## src/rtl/uart_tx_arbiter_if.sv

```systemverilog
// Byte-source / UART-transmitter bundle shared by uart_tx_arbiter (master side)
// and the requesters plus transmitter around it (slave side).
interface uart_tx_arbiter_if #(
  parameter int unsigned NUM_REQ = 4
);
  localparam int unsigned GW = (NUM_REQ > 1) ? $clog2(NUM_REQ) : 1;

  logic [NUM_REQ-1:0]   req_valid;
  logic [NUM_REQ*8-1:0] req_data;
  logic [NUM_REQ-1:0]   req_ready;
  logic                 tx_send_trig;
  logic [7:0]           tx_send_data;
  logic                 tx_bsy;
  logic [GW-1:0]        grant_id;
  logic                 busy;
  logic                 retry_err;
  logic [15:0]          frames_sent;

  modport master (
    input  req_valid, req_data, tx_bsy,
    output req_ready, tx_send_trig, tx_send_data, grant_id, busy, retry_err, frames_sent
  );

  modport slave (
    output req_valid, req_data, tx_bsy,
    input  req_ready, tx_send_trig, tx_send_data, grant_id, busy, retry_err, frames_sent
  );
endinterface

```

## src/rtl/uart_tx_arbiter.sv

```systemverilog
// Round-robin arbiter sharing one UART transmitter among NUM_REQ byte sources.
// Define UART_TX_ARB_PRIO0_EN to let port 0 override the round-robin order.
module uart_tx_arbiter #(
  parameter int unsigned NUM_REQ     = 4,
  parameter int unsigned TX_GAP      = 2,
  parameter int unsigned BSY_TIMEOUT = 7
) (
  input  logic              clk,
  input  logic              rst,
  uart_tx_arbiter_if.master bus
);
  localparam int unsigned GW = (NUM_REQ > 1) ? $clog2(NUM_REQ) : 1;

  typedef enum logic [2:0] {IDLE, TRIG, WAIT_BSY, WAIT_DONE, GAP} state_t;

  state_t        state;
  logic [GW-1:0] ptr;
  logic [GW-1:0] win;
  logic [GW-1:0] idx;
  logic [7:0]    win_data;
  logic [3:0]    to_cnt;
  logic [3:0]    gap_cnt;

  // Scan from the farthest candidate back to ptr+1 so the nearest valid port wins.
  always_comb begin
    win = ptr;
    idx = '0;
    for (int unsigned k = NUM_REQ; k >= 1; k--) begin
      idx = GW'((32'(ptr) + k) % NUM_REQ);
      if (bus.req_valid[idx]) win = idx;
    end
`ifdef UART_TX_ARB_PRIO0_EN
    if (bus.req_valid[0]) win = '0;
`endif
  end

  always_comb begin
    win_data = '0;
    for (int unsigned i = 0; i < NUM_REQ; i++) begin
      if (32'(win) == i) win_data = bus.req_data[i*8 +: 8];
    end
  end

  // Trigger and ready are set on the edge entering TRIG, so both are high for
  // exactly the TRIG cycle; a timeout re-enters TRIG with the same byte.
  always_ff @(posedge clk) begin
    if (rst) begin
      state            <= IDLE;
      ptr              <= GW'(NUM_REQ - 1);
      to_cnt           <= '0;
      gap_cnt          <= '0;
      bus.req_ready    <= '0;
      bus.tx_send_trig <= 1'b0;
      bus.tx_send_data <= '0;
      bus.grant_id     <= '0;
      bus.busy         <= 1'b0;
      bus.retry_err    <= 1'b0;
      bus.frames_sent  <= '0;
    end else begin
      bus.req_ready    <= '0;
      bus.tx_send_trig <= 1'b0;
      case (state)
        IDLE: begin
          if (|bus.req_valid) begin
            bus.tx_send_data <= win_data;
            bus.grant_id     <= win;
            bus.req_ready    <= NUM_REQ'(1) << win;
            bus.tx_send_trig <= 1'b1;
            bus.busy         <= 1'b1;
            ptr              <= win;
            state            <= TRIG;
          end
        end
        TRIG: begin
          to_cnt <= '0;
          state  <= WAIT_BSY;
        end
        WAIT_BSY: begin
          if (bus.tx_bsy) begin
            state <= WAIT_DONE;
          end else if (to_cnt == 4'(BSY_TIMEOUT - 1)) begin
            bus.retry_err    <= 1'b1;
            bus.tx_send_trig <= 1'b1;
            state            <= TRIG;
          end else begin
            to_cnt <= to_cnt + 4'd1;
          end
        end
        WAIT_DONE: begin
          if (!bus.tx_bsy) begin
            bus.frames_sent <= bus.frames_sent + 16'd1;
            gap_cnt         <= '0;
            if (TX_GAP == 0) begin
              bus.busy <= 1'b0;
              state    <= IDLE;
            end else begin
              state <= GAP;
            end
          end
        end
        GAP: begin
          if (gap_cnt == 4'(TX_GAP - 1)) begin
            bus.busy <= 1'b0;
            state    <= IDLE;
          end else begin
            gap_cnt <= gap_cnt + 4'd1;
          end
        end
        default: begin
          bus.busy <= 1'b0;
          state    <= IDLE;
        end
      endcase
    end
  end
endmodule

```

## src/flat_wrapper.sv

```systemverilog
// flat-port wrapper written by rule: the top's interface ports become plain ports
module uart_tx_arbiter_flat 
#(
  parameter int unsigned NUM_REQ     = 4,
  parameter int unsigned TX_GAP      = 2,
  parameter int unsigned BSY_TIMEOUT = 7
)
  (clk, rst, bus_req_valid, bus_req_data, bus_tx_bsy, bus_req_ready, bus_tx_send_trig, bus_tx_send_data, bus_grant_id, bus_busy, bus_retry_err, bus_frames_sent);
  uart_tx_arbiter_if #(.NUM_REQ(NUM_REQ)) bus_i ();
  input  logic clk;
  input  logic rst;
  input wire logic [$bits(bus_i.req_valid)-1:0] bus_req_valid;
  input wire logic [$bits(bus_i.req_data)-1:0] bus_req_data;
  input wire logic [$bits(bus_i.tx_bsy)-1:0] bus_tx_bsy;
  output wire logic [$bits(bus_i.req_ready)-1:0] bus_req_ready;
  output wire logic [$bits(bus_i.tx_send_trig)-1:0] bus_tx_send_trig;
  output wire logic [$bits(bus_i.tx_send_data)-1:0] bus_tx_send_data;
  output wire logic [$bits(bus_i.grant_id)-1:0] bus_grant_id;
  output wire logic [$bits(bus_i.busy)-1:0] bus_busy;
  output wire logic [$bits(bus_i.retry_err)-1:0] bus_retry_err;
  output wire logic [$bits(bus_i.frames_sent)-1:0] bus_frames_sent;
  assign bus_i.req_valid = bus_req_valid;
  assign bus_i.req_data = bus_req_data;
  assign bus_i.tx_bsy = bus_tx_bsy;
  assign bus_req_ready = bus_i.req_ready;
  assign bus_tx_send_trig = bus_i.tx_send_trig;
  assign bus_tx_send_data = bus_i.tx_send_data;
  assign bus_grant_id = bus_i.grant_id;
  assign bus_busy = bus_i.busy;
  assign bus_retry_err = bus_i.retry_err;
  assign bus_frames_sent = bus_i.frames_sent;
  uart_tx_arbiter #(.NUM_REQ(NUM_REQ), .TX_GAP(TX_GAP), .BSY_TIMEOUT(BSY_TIMEOUT)) u_core (.clk(clk), .rst(rst), .bus(bus_i));
endmodule
```

## config.mk

```make
export PLATFORM = sky130hd
export DESIGN_NAME = uart_tx_arbiter_flat
export DESIGN_NICKNAME = d
export VERILOG_FILES = /design/src/rtl/uart_tx_arbiter_if.sv /design/src/rtl/uart_tx_arbiter.sv /design/src/flat_wrapper.sv
export SDC_FILE = /design/constraint.sdc
export NUM_CORES = 1
export LEC_CHECK = 0
export BUFFER_PORTS_ARGS = -buffer_cell sky130_fd_sc_hd__buf_2
export CAP_MARGIN = 40
export CELL_PAD_IN_SITES_DETAIL_PLACEMENT = 1
export CELL_PAD_IN_SITES_GLOBAL_PLACEMENT = 1
export CORE_MARGIN = 5
export CORE_UTILIZATION = 38
export DETAILED_ROUTE_END_ITERATION = 16
export HOLD_SLACK_MARGIN = 0.05
export PLACE_DENSITY_LB_ADDON = 0.1
export SKIP_CTS_REPAIR_TIMING = 1
export SYNTH_ARGS = -nofsm -noshare
export SYNTH_HDL_FRONTEND = slang
export SYNTH_SLANG_ARGS = --single-unit
```

## constraint.sdc

```tcl
create_clock -name clk -period 2.3 [get_ports clk]
set_clock_uncertainty 0.05 [all_clocks]
set_input_delay 0.23 -clock clk [delete_from_list [all_inputs] [get_ports clk]]
set_output_delay 0.23 -clock clk [all_outputs]
set_load 0.005 [all_outputs]
```

==> reports/metrics.cfg, run 1 <==
[clock_network]
cts_tree = done
root_buffer = clkbuf_8
clock_latency_ns = 0.30
clock_sinks = 46
cts_max_path_buffers = 2
cts_buffers = 5
clk_pin_slew_ns = 0.09
htree_levels = 2

[power_and_ir_drop]
swShare_pct = 32.5
powerDensity_mw_per_mm2 = 651
combPwrFrac_pct = 27.3
intPower_uw = 1340
leakagePower_uw = 0.00129
p_total_uw = 1990
peakVddDrop_mv = 0.311
p_sw_uw = 646
seqPwrFrac_pct = 47.0
pwr-share-clk_pct = 25.8

[layout]
diodes = 0
area_growth_pct = 20.6
stdcell_count = 447
drive_above_1_share_pct = 26.8
final_nets = 413

[route]
route.met3.wl_um = 317
ant_nets = 0
drt_iter0_markers = 99
viasPerCell = 5.66
wire_per_inst_um = 16.3
drcViolationCount = 0
wl_um = 7290
wl_met1_um = 3450
vias = 2529
wl_met2_um = 3440
top_layer = met4
drtPass1Iterations = 4

[logic_synthesis]
synth.distinct_cells = 57
syn_nets = 346
yosys-top-cells-area = dfxtp_1 (36%), a211oi_1 (5.6%), a32oi_1 (5.5%)
syn_area_per_cell_um2 = 8.39
async_flop_share_pct = 0
synthSimpleGateAreaFrac_pct = 24.8
synth-xor-area-share_pct = 3.11
synth.area.mux_share_pct = 1.28
synth_compound_area_share_pct = 24.2
synthesis.area_mm2 = 0.00253
netlist_top_cells_count = dfxtp_1 (46), inv_1 (27), nor2_1 (26)
seq_area_frac_synth_pct = 36.3
synth-seq-cells = 46
synth_edf_count = 0
postSynthCellCount = 302
synthFlopType = dfxtp_1
synth_fa_ha_area_share_pct = 2.47
synth.most_common_cell = dfxtp_1
synth_warnings = 0
yosysTopAreaCellShare_pct = 36.3
synth_top_family_by_area = simple AND/OR/NAND/NOR gates
yosys.area.top_type = dfxtp_1

[sta]
whs_ns = 0.176
setup_tns_ns = 0
fmax_mhz = 484
finalMaxSlewViolations = 0
worst_slack_ns = 0.234
finalCriticalPeriod_ns = 2.07
relSlewSlack_pct = 54.8
setup_violations = 0
finalHoldViolations = 0
rsz0062_at_grt = no
post-route-period-util_pct = 89.8
tightest_slew_ns = 0.676

[setup_path]
required_ns = 2.44
crit_family = simple AND/OR/NAND/NOR gates
slowest_stage = dfxtp_1
max_stage_delay_ns = 0.64
cp.arrival_ns = 2.21
path_cells = nand4bb_4, or2_1, nor4_1, mux2_1
reg2reg_slack_ns = 0.23
worstSetupPathType = flip-flop to flip-flop
worstPathMaxFanout = 14
worstSetupEndpointType = flip-flop
critPathBufInv = 0
worstSetupStartpointType = flip-flop

[die]
chipWidth_um = 91.7
fp.dieH_um = 91.7
start_util_pct = 39.5
num_rows = 29
die-area_mm2 = 0.00840
pin_count = 72
core_area_mm2 = 0.00642

[place]
dp_slack_ns = 0.246
io_buffers = 71
gp_congestion = 0.772
hpwl_um = 5580
placedCellCount = 439

[global_route]
overflow = 0
antenna_found_initial = 0
grt_max_degree = 33
grt_pass1_wl_um = 12200
grt_pass1_vias = 2527
track_usage_pct = 17.5

[hold_path]
hp-class = input port to flip-flop

[job]
maxCapViolCount = 0

[outcome]
status = complete, no violations

[worst register-to-register path: stages, from the launching register on]
cell	delay, ns
dfxtp_1	0.64
nand4bb_4	0.20
or2_1	0.35
nor4_1	0.37
mux2_1	0.35
[power groups by stage]
| stage | registers, µW | logic (µW) | clock network [µW] |
|---|---|---|---|
| finish | 934 | 543 | 513 |
| global route | 948 | 602 | 568 |
| CTS | 935 | 545 | 531 |
| detailed placement | 953 | 542 | 0 |
| global placement | 954 | 523 | 0 |
| floorplan | 929 | 363 | 0 |
[layer usage]
metal,vias to the layer above,track usage (%)
li1,1248,-
met1,1222,23.7
met2,48,27.6
met3,11,4.50
met4,0,4.52
met5,-,0
[area by class of cell]
cell class              instances  area [µm²]
well taps                      77        96.3
clock buffers                   7        86.3
clock inverters                 1        5.00
repair buffers                 81         430
flip-flops and latches         46         921
multi-input cells             208        1420
inverters                      27         101
fillers                       826        3370
[final timing paths]
kind,from,to,depth (start not counted)
hold / removal,bus_tx_bsy,u_core.state[0],3
setup reg to reg,u_core.state[1],u_core.bus.frames_sent[15],4
setup / recovery,u_core.state[1],u_core.bus.frames_sent[15],4
hold reg to reg,u_core.bus.retry_err,u_core.bus.retry_err,1
[flip-flops by register name, indices dropped and copies added (netlist names)]
| name | count |
|---|---|
| u_core.bus.busy | 1 |
| u_core.bus.frames_sent | 16 |
| u_core.bus.grant_id | 2 |
| u_core.bus.req_ready | 4 |
| u_core.bus.retry_err | 1 |
| u_core.bus.tx_send_data | 8 |
| u_core.bus.tx_send_trig | 1 |
| u_core.gap_cnt | 4 |
| u_core.ptr | 2 |
| u_core.state | 3 |
| u_core.to_cnt | 4 |
[cell usage in the layout (no fill, tap or decap), types with 2 or more instances in the layout]
cell      count
a211oi_1     19
a21oi_1      15
a32oi_1      16
and2_1        3
and3b_1       2
and4_1        2
buf_2        71
buf_4        10
clkbuf_8      6
dfxtp_1      46
ha_1          5
inv_1        27
nand2_1      12
nand2b_1      6
nand3_1      13
nand4_1       3
nor2_1       26
nor2b_1       5
nor3_1        6
nor3b_1       2
nor4_1        4
nor4_2        2
o21a_1        3
o21ai_0       9
o21ai_1       2
o221ai_1      8
o31ai_1       3
or3_1         6
or4_1         3
xnor2_1       4
xor2_1        5
[cell families (layout without fill, tap and decap cells)]
kind of cell / count (synthesis) / count (layout)
AND/OR/NAND/NOR: 107 / 107
AO/OA/AOI/OAI: 84 / 84
buffers and inverters: 48 / 116
flip-flops: 46 / 46
XOR/XNOR: 9 / 9
adder cells (fa/ha/maj): 5 / 5
multiplexers: 3 / 3
[stage by stage]
stage | instance area (µm²) | utilization [%]
2_1_floorplan | 2530 | -
3_3_place_gp | 2940 | 45.8
3_5_place_dp | 2970 | 46.2
4_1_cts | 3060 | 47.6
5_1_grt | 3060 | 47.6
6_report | 3060 | 47.6
(Power assumes the default switching activity.)
==> inputs of run 2 (changes only) <==
--- a/config.mk
+++ b/config.mk
@@ -12,6 +12,7 @@
 export CORE_MARGIN = 5
 export CORE_UTILIZATION = 38
 export DETAILED_ROUTE_END_ITERATION = 16
+export GPL_TIMING_DRIVEN = 0
 export HOLD_SLACK_MARGIN = 0.05
 export PLACE_DENSITY_LB_ADDON = 0.1
 export SKIP_CTS_REPAIR_TIMING = 1
==> run 2 against run 1 <==
Power rose by 3.6%; final cell count rose by 2.2%; non-clock buffer count rose by 10; final area rose by 0.98%; sequential share of layout area fell by 0.29 points; wire length fell by 1.6%; critical path depth rose by 2; core utilization rose by 0.47 points; sequential power fell by 2.4%; worst hold slack improved by 0.0045 ns; clock power rose by 15%; register-to-register slack improved by 0.05 ns; largest power group unchanged.
==> reports/metrics.cfg, run 2 (same netlist as run 1, synthesis figures left out) <==
[outcome]
status = complete, no violations

[place]
gp_congestion = 0.785
hpwl_um = 5670
io_buffers = 70

[power_and_ir_drop]
p_total_uw = 2060
powerDensity_mw_per_mm2 = 668
peakVddDrop_mv = 0.279
seqPwrFrac_pct = 44.2
combPwrFrac_pct = 27.2
leakagePower_uw = 0.00129
swShare_pct = 31.0
p_sw_uw = 640
intPower_uw = 1420
pwr-share-clk_pct = 28.5

[hold_path]
holdPathStages = 3
hp-class = input port to flip-flop
hp-start = bus_tx_bsy
whs_endpoint = u_core.state[0]

[setup_path]
required_ns = 2.40
ff2ff_path_depth = 6
path_cells = inv_1, o32a_1, clkbuf_1, clkbuf_1, a32oi_1, o221ai_1
cpMostUsedCell = clkbuf_1
r2r_end = u_core.bus.tx_send_data[0]
reg2reg_from = u_core.ptr[0]
worstSetupPathType = flip-flop to flip-flop
reg2reg_slack_ns = 0.28
slowest_stage = dfxtp_1
worstSetupEndpointType = flip-flop
worstPathMaxFanout = 10
cp.arrival_ns = 2.12
max_stage_delay_ns = 0.43
worstSetupStartpointType = flip-flop

[sta]
setup_tns_ns = 0
finalMaxSlewViolations = 0
tightest_slew_ns = 0.772
finalCriticalPeriod_ns = 2.02
relSlewSlack_pct = 48.2
post-route-period-util_pct = 87.8
fmax_mhz = 495
setup_violations = 0
finalHoldViolations = 0
rsz0062_at_grt = no

[global_route]
overflow = 0
grt_pass1_vias = 2593
antenna_found_initial = 0
grt_pass1_wl_um = 11900
grt_max_degree = 14
track_usage_pct = 16.8

[die]
die-area_mm2 = 0.00840
fp.dieH_um = 91.7
pin_count = 72
chipWidth_um = 91.7
start_util_pct = 39.5
num_rows = 29
core_area_mm2 = 0.00642

[job]
maxCapViolCount = 0

[route]
wire_per_inst_um = 15.7
drcViolationCount = 0
viasPerCell = 5.49
ant_nets = 0
vias = 2509
wl_um = 7170
drt_iter0_markers = 86
drtPass1Iterations = 4

[layout]
final_nets = 423
mostFrequentLayoutCell = buf_2
seq_area_um2 = 921
largest_register = u_core.bus.frames_sent
final_cell_mix = buf_2 (73), dfxtp_1 (46), inv_1 (27)
drive_above_1_share_pct = 24.7
largest_reg_flops = 16
num-fill-cells = 828
diodes = 0
top_regs = u_core.bus.frames_sent x16, u_core.bus.tx_send_data x8
multi_input_area_mm2 = 0.00142
area_growth_pct = 21.8

[clock_network]
cts_buffers = 5
clock_latency_ns = 0.29
root_buffer = clkbuf_8
cts_tree = done
htree_levels = 2
clock_sinks = 46
clk_pin_slew_ns = 0.08
cts_max_path_buffers = 2

run 2: critical path: cells and delay by family, from the launching register on:
kind / cells / cell delay, ns
DFF: 1 / 0.43
buffers and inverters: 3 / 0.58
AOI/OAI and AO/OA: 3 / 0.83
run 2: power by group through the flow:
stage	Sequential (µW)	Combinational (µW)	Clock, µW
3_3_place_gp	931	549	0
4_1_cts	914	565	610
2_1_floorplan	929	363	0
5_1_grt	923	625	641
3_5_place_dp	931	563	0
6_report	912	562	588
run 2: how the worst max path moves through the flow:
stage                               start                          to  slack, ns  depth (start not counted)
after floorplan           u_core.state[0]  u_core.bus.frames_sent[15]       0.56                          6
after detailed placement    u_core.ptr[0]  u_core.bus.tx_send_data[0]       0.32                          6
final                       u_core.ptr[0]  u_core.bus.tx_send_data[0]       0.28                          6
after CTS                   u_core.ptr[0]  u_core.bus.tx_send_data[0]       0.30                          6
after global placement      u_core.ptr[0]  u_core.bus.tx_send_data[0]       0.36                          6
after global routing        u_core.ptr[1]  u_core.bus.tx_send_data[0]       0.09                          7
run 2: metal layers:
layer  routed length (µm)  vias up  GRT usage [%]  part of all wire, %
li1                     -     1265              -                    -
met1                 3410     1202           22.5                   48
met2                 3480       35           28.0                   48
met3                  224        7           3.19                  3.1
met4                   61        0           3.77                 0.85
met5                    0        -              0                    0
run 2: stage by stage:
stage | cells | instance area [µm²] | utilization (%) | hold slack [ns] | setup WS (ns)
floorplan | 302 | 2530 | - | 0.337 | 0.564
global placement | 449 | 2980 | 46.4 | 0.394 | 0.358
detailed placement | 449 | 2980 | 46.4 | 0.403 | 0.322
CTS | 457 | 3090 | 48.1 | 0.173 | 0.305
global route | 457 | 3090 | 48.1 | 0.179 | 0.0919
finish | 457 | 3090 | 48.1 | 0.180 | 0.281
run 2: layout make-up:
class / instances / share of cell area [%]
buffer: 21 / 3.08
clock inverter: 1 / 0.973
sequential: 46 / 29.8
tap: 77 / 3.12
clock buffer: 7 / 2.47
timing repair buffer: 70 / 11.3
inverter: 27 / 3.28
multi-input combinational: 208 / 45.9
